[src/rtl/pc_fetch_unit.sv]
// RV32I program-counter and instruction-fetch sequencer with a req/ack imem port.
// Optional MISALIGN_TRAP_EN: a misaligned next PC halts the unit instead of being truncated.
module pc_fetch_unit #(
    parameter logic [31:0] RESET_PC = 32'h0000_0000
) (
    input  logic        clk,
    input  logic        reset,
    output logic        imem_req,
    output logic [31:0] imem_addr,
    input  logic        imem_ack,
    input  logic [31:0] imem_rdata,
    output logic [31:0] instr,
    output logic        instr_valid,
    output logic [31:0] pc,
    output logic [31:0] pc_plus4,
    input  logic        ex_done,
    input  logic        branch,
    input  logic        taken,
    input  logic        jal,
    input  logic        jalr,
    input  logic [31:0] imm,
    input  logic [31:0] alu_result,
    output logic [31:0] instret,
    output logic        trap
);

    typedef enum logic [1:0] {
        IDLE,
        FETCH,
        EXEC,
        HALT
    } state_t;

    state_t      state;
    logic [31:0] next_pc;

    assign imem_addr = pc;
    assign pc_plus4  = pc + 32'd4;

    always_comb begin
        next_pc = pc_plus4;
        if (jalr)
            next_pc = {alu_result[31:1], 1'b0};
        else if (jal || (branch && taken))
            next_pc = pc + imm;
    end

`ifndef MISALIGN_TRAP_EN
    assign trap = 1'b0;
`endif

    // imem_req / instr_valid are registered alongside the state so they never depend on inputs.
    always_ff @(posedge clk or posedge reset) begin
        if (reset) begin
            state       <= IDLE;
            pc          <= RESET_PC;
            instr       <= 32'h0000_0013;
            instr_valid <= 1'b0;
            imem_req    <= 1'b0;
            instret     <= '0;
`ifdef MISALIGN_TRAP_EN
            trap        <= 1'b0;
`endif
        end else begin
            case (state)
                IDLE: begin
                    state    <= FETCH;
                    imem_req <= 1'b1;
                end
                FETCH: begin
                    if (imem_ack) begin
                        instr       <= imem_rdata;
                        state       <= EXEC;
                        imem_req    <= 1'b0;
                        instr_valid <= 1'b1;
                    end
                end
                EXEC: begin
                    if (ex_done) begin
                        instret     <= instret + 32'd1;
                        instr_valid <= 1'b0;
`ifdef MISALIGN_TRAP_EN
                        if (next_pc[1:0] != 2'b00) begin
                            trap  <= 1'b1;
                            state <= HALT;
                        end else begin
                            pc       <= next_pc;
                            state    <= FETCH;
                            imem_req <= 1'b1;
                        end
`else
                        pc       <= next_pc & ~32'd3;
                        state    <= FETCH;
                        imem_req <= 1'b1;
`endif
                    end
                end
                HALT: begin
                    imem_req    <= 1'b0;
                    instr_valid <= 1'b0;
                end
                default: begin
                    state       <= IDLE;
                    imem_req    <= 1'b0;
                    instr_valid <= 1'b0;
                end
            endcase
        end
    end

endmodule

[config.mk]
export PLATFORM = sky130hd
export DESIGN_NAME = pc_fetch_unit
export DESIGN_NICKNAME = d
export VERILOG_FILES = /design/src/rtl/pc_fetch_unit.sv
export SDC_FILE = /design/constraint.sdc
export NUM_CORES = 1
export LEC_CHECK = 0
export BUFFER_PORTS_ARGS = -buffer_cell sky130_fd_sc_hd__buf_2
export CAP_MARGIN = 25
export CELL_PAD_IN_SITES_DETAIL_PLACEMENT = 0
export CELL_PAD_IN_SITES_GLOBAL_PLACEMENT = 1
export CORE_MARGIN = 5
export CORE_UTILIZATION = 39
export CTS_BUF_LIST = sky130_fd_sc_hd__clkbuf_16
export DETAILED_ROUTE_END_ITERATION = 10
export GPL_ROUTABILITY_DRIVEN = 0
export PLACE_DENSITY_LB_ADDON = 0.1
export SLEW_MARGIN = 5
export SYNTH_ARGS = -nofsm -noshare
export SYNTH_HDL_FRONTEND = slang
export SYNTH_SLANG_ARGS = --single-unit
export TNS_END_PERCENT = 50
[constraint.sdc]
create_clock -name clk -period 4.5 [get_ports clk]
set_clock_uncertainty 0.1 [all_clocks]
set_input_delay 0 -clock clk [delete_from_list [all_inputs] [get_ports clk]]
set_output_delay 0 -clock clk [all_outputs]
set_load 0.01 [all_outputs]
* Yosys cells after proc, flatten, opt, wreduce, memory -nomap -nowiden
Cells that the tools add are included.
** Cells by class
- Add/subtract/negate cells :: 3
- Eq/ne operators :: 5
- Muxes and demuxes :: 11
- Reductions and logical operators :: 10
** Operators with widths (count)
- $mux W32 :: 2
- $add A32 B1 Y32 const B :: 1
- $add A32 B3 Y32 const B :: 1
- $add A32 B32 Y32 :: 1
- $pmux W2 S3 :: 1
- $reduce_and A2 Y1 :: 3
- $reduce_and A3 Y1 :: 2
- $reduce_bool A3 Y1 :: 2
- $eq A2 B2 Y1 const B :: 2
- $mux W1 :: 4
- $mux W2 :: 2
- $ne A2 B2 Y1 const B :: 2
- $pmux W1 S4 :: 1
- $pmux W1 S3 :: 1
- $eq A2 B1 Y1 const B :: 1
- $logic_not A2 Y1 :: 1
- $logic_and A1 B1 Y1 :: 1
- $logic_or A1 B1 Y1 :: 1
** Word-level totals
- Bits in registers :: 98
- Input bits :: 104
- Word-level logic and storage cells :: 35

* Depth between registers and ports, before layout
Gate-level depths: netlist (run 1).
- Depth in word-level cells :: 4
- Depth in mapped cells :: 11
- Gate-level depth less buffers :: 11

* Least setup slack after synthesis (run 1)
No wires, ideal clock.
- Path kind :: flip-flop to flip-flop
- Start :: register pc[2] (netlist: imem_addr[2])
- End :: register pc[24] (netlist: imem_addr[24])
- Data arrival time :: 2.564 ns
- Required time :: 4.280 ns
- Setup slack :: 1.717 ns
- Cell stages (with the launch flop) :: 12
- Buffers on the path :: 0
- Clock period less this slack :: 2.783 ns
- Path through :: dfrtp_1 > ha_1 > fa_1 > a21o_1 > a21oi_2 > o211ai_1 > nand2_1 > a311o_1 > a21oi_1 > o21bai_1 > mux2_2 > and3_1
** On the way
- Cells in the longest elaborated chain, start to end :: 3
- Elaborated cells between the ends (all ways) :: 4
- Classes of those cells :: 2 x add/sub; 2 x mux
** Ends and longest elaborated chain
- start, declared :: line 14 : output logic [31:0] pc,
- start signal, assigned :: line 92 : pc <= next_pc & ~32'd3;
- $add A32 B3 Y32 or $add A32 B32 Y32 (tied branches) :: line 38, 45
- $mux W32 (*) :: line 44 : else if (jal || (branch && taken))
- $mux W32 (*) :: line 42 : if (jalr)
Mark *: on every way between the ends. The rest lies on a longest branch, timed or not.
A chain may end at the register's enable or synchronous reset.

* Worst setup path after layout (run 1)
- Start :: register pc[2] (netlist: imem_addr[2])
- End :: register pc[30] (netlist: imem_addr[30])
Same word-level chain as after synthesis.

==> results of run 1 <==
-- cells in the mapped netlist (all sizes together) (3+ instances only) --
| cell type | n | area [µm²] |
|---|---|---|
| a211oi | 6 | 45.0 |
| mux2 | 34 | 383 |
| ha | 31 | 388 |
| o21a | 4 | 30.0 |
| nand2b | 4 | 25.0 |
| nor2b | 4 | 25.0 |
| o21bai | 6 | 45.0 |
| nor3 | 9 | 45.0 |
| nand3 | 21 | 105 |
| and2 | 3 | 18.8 |
| buf | 41 | 297 |
| o221ai | 4 | 35.0 |
| xor2 | 24 | 210 |
| and4 | 3 | 31.3 |
| o31ai | 3 | 22.5 |
| nor4 | 4 | 40.0 |
| dfrtp | 95 | 2380 |
| nor2 | 54 | 208 |
| inv | 12 | 45.0 |
| o22ai | 3 | 18.8 |
| a21o | 16 | 120 |
| a31oi | 7 | 43.8 |
| a31o | 3 | 26.3 |
| xnor2 | 57 | 499 |
| or3 | 8 | 60.1 |
| o21ai | 45 | 225 |
| clkbuf | 21 | 78.8 |
| nor3b | 3 | 27.5 |
| mux2i | 4 | 40.0 |
| nand4 | 23 | 165 |
| o211ai | 10 | 75.1 |
| dfstp | 3 | 78.8 |
| nand2 | 84 | 315 |
| and3 | 13 | 81.3 |
| a221oi | 4 | 47.6 |
| a21oi | 41 | 216 |
-- sequential cells by signal, indices dropped and copies added, names as in the netlist --
register     count
instret         32
imem_req         1
instr           32
instr_valid      1
state            2
imem_addr       30
-- layout make-up --
type,instances,area (µm²)
sequential,98,2460
multi-input combinational,567,3890
timing repair buffer,327,1990
clock buffer,9,225
tap,225,282
fill,1634,8130
clock inverter,7,95.1
inverter,12,47.5
-- placed cells by master, fill, tap and decap left out, types with 5 or more instances in the layout --
cell             n
a211oi_1         6
a21o_1          16
a21oi_1         37
a31oi_1          7
and3_1          13
buf_2          255
buf_4            5
clkbuf_16        9
conb_1           7
dfrtp_1         95
dlygate4sd3_1   65
ha_1            31
inv_1           12
mux2_2          34
nand2_1         84
nand3_1         21
nand4_1         21
nor2_1          52
nor3_1           9
o211ai_1        10
o21ai_0         43
o21bai_1         6
or3_1            6
xnor2_1         57
xor2_1          24
-- per-layer routing --
layer,up-vias,part of all wire (%)
met5,-,0
met4,0,1.9
met3,32,5.2
met2,220,49
met1,3076,44
li1,3154,-
-- stage by stage --
stage               area, µm²  utilization [%]
finish                   8980             52.5
global route             8980             52.5
CTS                      8970             52.4
detailed placement       8000             46.7
global placement         7990             46.7
floorplan                6760                -
-- path summary, 6_finish.rpt --
path                                             endpoint  slack (ns)  cells after the start
worst max register to register  imem_addr[30]$_DFFE_PP0P_        1.30                     11
worst min register to register    instret[31]$_DFFE_PP0P_        0.39                      1
worst min-delay path            imem_addr[31]$_DFFE_PP0P_       0.009                      4
worst max-delay path            imem_addr[30]$_DFFE_PP0P_        1.30                     11
min in group asynchronous            instr[7]$_DFFE_PP0P_        0.29                      3
max in group asynchronous          instret[6]$_DFFE_PP0P_        2.96                      4
-- worst max-delay path, delay by kind of cell (launching register included) --
kind                       cells  cell delay, ns
DFF                            1            0.49
AOI/OAI and AO/OA              5            0.90
muxes                          1            0.22
and+or+nand+nor                3            0.73
adders and majority gates      2            0.69
-- kinds of logic (layout without fill, tap and decap cells) --
| logic type | after synthesis | in the layout |
|---|---|---|
| and+or+nand+nor | 240 | 240 |
| AOI/OAI and AO/OA | 169 | 169 |
| DFF | 98 | 98 |
| xor gates and xnor gates | 81 | 81 |
| buffers and inverters | 74 | 355 |
| muxes | 38 | 38 |
| adders and majority gates | 32 | 32 |
| other | 1 | 7 |
-- power groups by stage --
stage / clock [mW] / sequential [mW] / combinational (mW)
final: 0.840 / 1.52 / 2.57
after global placement: 0 / 1.51 / 2.50
after detailed placement: 0 / 1.53 / 2.52
after floorplan: 0 / 1.58 / 1.65
after CTS: 0.864 / 1.51 / 2.58
after global routing: 0.896 / 1.57 / 2.82
==> flow_summary.ini, run 1 <==
[placed_design]
portBuffers = 255
dp_slack_ns = 1.36
dp.cells = 1163
place_hpwl_mm = 16.5

[clock_network]
cts_buffers = 9
clk_latency_ns = 0.35
holdBufCountCts = 65
h-tree-depth = 3
post_cts_buffers = 0
cts.clk_slew.worst_paths_ns = 0.07
cts_resized = 0
cts_root_buf = clkbuf_16
cts_tree = done
clockBufferDepth = 2
clock_sinks = 98

[synth]
yosysWarnings = 0
synthMuxAreaShare_pct = 6.28
synth-xor-area-share_pct = 10.5
synth.distinct_cells = 71
synth_simple_gate_area_share_pct = 17.9
async_reset_ff_share_pct = 100
ys_ff_latch = 98
syn_inst = 733
synth_compound_area_share_pct = 16.5
synth_top_family_by_area = simple AND/OR/NAND/NOR gates
ys.flop_type = dfrtp_1
seq_area_frac_synth_pct = 36.5
syn_area_um2 = 6740
syn_area_per_cell_um2 = 9.19
synth-edff-count = 0
synthAdderAreaFrac_pct = 6.05

[die]
coreArea_um2 = 17100
placementRows = 48
die_y_um = 141
dieArea_um2 = 20000
die_x_um = 141
start_util_pct = 39.4
ioPinCount = 267

[critical_path]
startpoint = imem_addr[2]$_DFFE_PP0P_
endpoint_kind = flop
path_class = flop to flop
path_cells = ha_1 > fa_1 > a21o_1 > a21oi_2 > o211ai_1 > nand2_1 > a311o_1 > a2111oi_0 > nor3b_1 > mux2i_1 > and3_1
slowest_delay_ns = 0.49
required_ns = 4.69
worst_setup_path_start_kind = flop
crit_arrival_ns = 3.39
critPathMaxFanout = 8
r2r-start = imem_addr[2]$_DFFE_PP0P_
crit_path_top_delay_cell = dfrtp_1

[detailed_routing]
dr.pass1.iters = 5
via_per_inst = 5.21
totalWireLength_mm = 21.9
drc = 0
drt_iter0_drc = 376
avgRoutedWirePerCell_um = 17.6
vias = 6482
drtAntennaViolNets = 0

[global_route]
busiest_layer = met2
antenna_found_initial = 0
grt_max_degree = 60
met3_usage_pct = 3.13
grt_overflow_total = 0
grt_pass1_wl_mm = 34.4
met1_usage_pct = 27.4
track_usage_pct = 21.3
use_met2_pct = 37.0
first_global_vias = 6572

[timing]
slew_viol_final = 0
fmax_ghz = 0.312
fin_crit_sh_pct = 71.2
grt_setup_unrepaired = false
worst_pin_slew_ns = 0.755
setup_ws_ns = 1.30
maxSlewHeadroom_pct = 49.7
timing.hold.ws_ns = 0.00882
finalHoldViolations = 0
final-setup-viol-count = 0
tns_ns = 0
min_period_ns = 3.20

[pwr]
netSwitchingFraction_pct = 43.0
pwr-share-clk_pct = 17.1
vdd_drop_max_uv = 238
p_seq_share_pct = 30.8
power_leakage_nw = 4.46
power_density_nw_per_um2 = 548
finalPower_mw = 4.92
intPower_mw = 2.81
netSwitchingPower_mw = 2.12
comb_power_share_pct = 52.2

[flow_run]
drv_cap = 0

[layout]
syn2layout_area_growth_pct = 33.3
fin_nets = 1151
diodes = 0
stdcell_count = 1245
drive_gt1_share_pct = 32.6

[hold_path]
min_from = alu_result[31]
hold_path.class = input pin to flop

[status]
outcome = complete, no violations
Power figures use the tool's default switching activity.
==> run 2, diff against run 1 <==
--- a/config.mk
+++ b/config.mk
@@ -5,12 +5,13 @@
 export SDC_FILE = /design/constraint.sdc
 export NUM_CORES = 1
 export LEC_CHECK = 0
+export ABC_AREA = 1
 export BUFFER_PORTS_ARGS = -buffer_cell sky130_fd_sc_hd__buf_2
 export CAP_MARGIN = 25
 export CELL_PAD_IN_SITES_DETAIL_PLACEMENT = 0
 export CELL_PAD_IN_SITES_GLOBAL_PLACEMENT = 1
 export CORE_MARGIN = 5
-export CORE_UTILIZATION = 39
+export CORE_UTILIZATION = 36
 export CTS_BUF_LIST = sky130_fd_sc_hd__clkbuf_16
 export DETAILED_ROUTE_END_ITERATION = 10
 export GPL_ROUTABILITY_DRIVEN = 0
==> constraint.sdc (replaced) <==
create_clock -name clk -period 3.3 [get_ports clk]
set_clock_uncertainty 0.1 [all_clocks]
set_input_delay 0 -clock clk [delete_from_list [all_inputs] [get_ports clk]]
set_output_delay 0 -clock clk [all_outputs]
set_load 0.01 [all_outputs]
==> flow_summary.ini, run 2 <==
[status]
outcome = complete, no violations

[critical_path]
crit_arrival_ns = 2.83
cp_top_family = adder cells
crit_path_top_delay_cell = dfrtp_1
critPathMaxFanout = 7
path_cells = ha_1 > fa_1 > nand3_1 > nand3_1 > a21oi_1 > nor2_1 > o21ai_0 > nand3_1 > nand2_1 > nand2_1 > nand2_1
slowest_delay_ns = 0.48
reg2reg_slack_ns = 0.65
path_class = flop to flop
r2r-start = imem_addr[2]$_DFFE_PP0P_
r2r-end = imem_addr[18]$_DFFE_PP0P_
endpoint_kind = flop
worst_setup_path_start_kind = flop
r2r_cells = 11
required_ns = 3.48
path_buf_inv = 0

[synth]
synth_top_area_share_pct = 29.7
async_reset_ff_share_pct = 100
yosysWarnings = 0
synth.area.top_cells = dfrtp_1 (30%), nand2_1 (18%), inv_1 (7.2%)
ys_ff_latch = 98
synth.distinct_cells = 43
syn_area_um2 = 7990
yosys.cell_count.top_type = nand2_1
synth-edff-count = 0
synth_common_cells = nand2_1 (391), inv_1 (154), nor2_1 (127), dfrtp_1 (95), nand3_1 (83)
syn_area_per_cell_um2 = 6.74
syn_inst = 1185
synth_top_area_cell = dfrtp_1
seq_area_frac_synth_pct = 30.7
ys.flop_type = dfrtp_1

[timing]
finalHoldViolations = 0
tns_ns = 0
min_period_ns = 2.65
maxSlewHeadroom_pct = 43.6
grt_setup_unrepaired = false
final-setup-viol-count = 0
slew_viol_final = 0
fmax_ghz = 0.377
fin_crit_sh_pct = 80.4
worst_pin_slew_ns = 0.846

[die]
ioPinCount = 267
coreArea_um2 = 21800
die_y_um = 159
die_x_um = 159
dieArea_um2 = 25300
placementRows = 54
start_util_pct = 36.6

[layout]
stdcell_count = 1769
mostFrequentLayoutCell = nand2_1
syn2layout_area_growth_pct = 30.1
fin_nets = 1620
mostFrequentLayoutCells = nand2_1 (391), buf_2 (255), inv_1 (153), nor2_1 (127), dfrtp_1 (95)
diodes = 0
finalInstanceArea_um2 = 10400
drive_gt1_share_pct = 23.8

[clock_network]
cts_tree = done
cts.clk_slew.worst_paths_ns = 0.08
post_cts_buffers = 0
cts_buffers = 9
cts_root_buf = clkbuf_16
clockBufferDepth = 2
clock_sinks = 98
clk_latency_ns = 0.35
h-tree-depth = 3

[global_route]
antenna_found_initial = 1
grt_max_degree = 67
grt_pass1_wl_mm = 46.2
grt_overflow_total = 0
first_global_vias = 8135
track_usage_pct = 22.7

[flow_run]
drv_cap = 0

[placed_design]
portBuffers = 255
place_hpwl_mm = 23.9
placed_area_um2 = 9410
dp.cells = 1687

[detailed_routing]
dr.pass1.iters = 5
via_per_inst = 4.74
vias = 8380
totalWireLength_mm = 29.7
drc = 0
drtAntennaViolNets = 0
drt_iter0_drc = 488
avgRoutedWirePerCell_um = 16.8

[pwr]
vdd_drop_max_uv = 249
power_leakage_nw = 6.11
power_density_nw_per_um2 = 267
finalPower_mw = 2.77

[hold_path]
whs_endpoint = imem_addr[2]$_DFFE_PP0P_
hold_path_depth = 6
hold_path.class = input pin to flop
min_from = imm[2]
## run 2: layout make-up
class                   instances  area [µm²]
clock inverters                 7        93.8
multi-input cells             879        4600
fillers                      2326       11400
clock buffers                   9         225
repair buffers                340        2080
well taps                     280         350
inverters                     156         588
flip-flops and latches         98        2460
## run 2: cells by family (layout without fill, tap and decap cells)
| group | after synthesis | count (layout) | synth area share (%) |
|---|---|---|---|
| AND/OR/NAND/NOR | 676 | 676 | 36.4 |
| buffers and inverters | 214 | 512 | 12.1 |
| flip-flops | 98 | 98 | 30.7 |
| AO/OA/AOI/OAI | 82 | 82 | 5.67 |
| XOR/XNOR | 50 | 50 | 5.48 |
| adder cells (fa/ha/maj) | 32 | 32 | 5.10 |
| multiplexers | 32 | 32 | 4.51 |
| other | 1 | 7 | 0.0469 |
## run 2: worst max-delay path by stage
stage	startpoint	end	slack, ns	cells past startpoint
2_1_floorplan	reset	imem_addr[10]$_DFFE_PP0P_	0.64	1
6_report	imem_addr[2]$_DFFE_PP0P_	imem_addr[18]$_DFFE_PP0P_	0.65	11
5_1_grt	imem_addr[2]$_DFFE_PP0P_	imem_addr[18]$_DFFE_PP0P_	0.42	11
3_3_place_gp	imem_addr[2]$_DFFE_PP0P_	imem_addr[14]$_DFFE_PP0P_	0.74	11
3_5_place_dp	imem_addr[2]$_DFFE_PP0P_	imem_addr[18]$_DFFE_PP0P_	0.68	11
4_1_cts	imem_addr[2]$_DFFE_PP0P_	imem_addr[18]$_DFFE_PP0P_	0.65	11
## run 2: power by group
part | switching (mW) | internal (mW) | leakage [nW]
logic | 0.248 | 0.180 | 4.70
registers | 0 | 1.20 | 1.26
clock network | 0.534 | 0.611 | 0.153
## run 2: metrics by stage
stage                     hold WS [ns]  utilization (%)  worst slack [ns]
after floorplan                 0.0505                -             0.643
after global placement           0.133             43.1             0.735
after detailed placement         0.135             43.1             0.679
after CTS                       0.0363             47.6             0.647
after global routing            0.0833             47.6             0.418
final                           0.0498             47.6             0.646
## run 2: per-layer routing
layer | routed length [µm] | vias to the layer above | global-route usage (%)
met1 | 13900 | 3775 | 31.3
met5 | 13 | - | 0
li1 | - | 4290 | -
met3 | 1750 | 25 | 3.93
met2 | 13700 | 288 | 38.0
met4 | 437 | 2 | 4.07
## run 2: tightest hold or removal path, cell delays in order
cell and delay (ns):
buf_2 0.09, ha_1 0.11, nand2_1 0.04, o21ai_0 0.07, nor2_1 0.04, o22ai_1 0.10
## run 2: what timing repair did
| action | 4_1_cts | 5_1_grt |
|---|---|---|
| endpoints found under the hold margin | 126 | 0 |
| resized for setup | 0 | 0 |
| hold buffers | 65 | 0 |
| setup endpoints to repair | 0 | 0 |
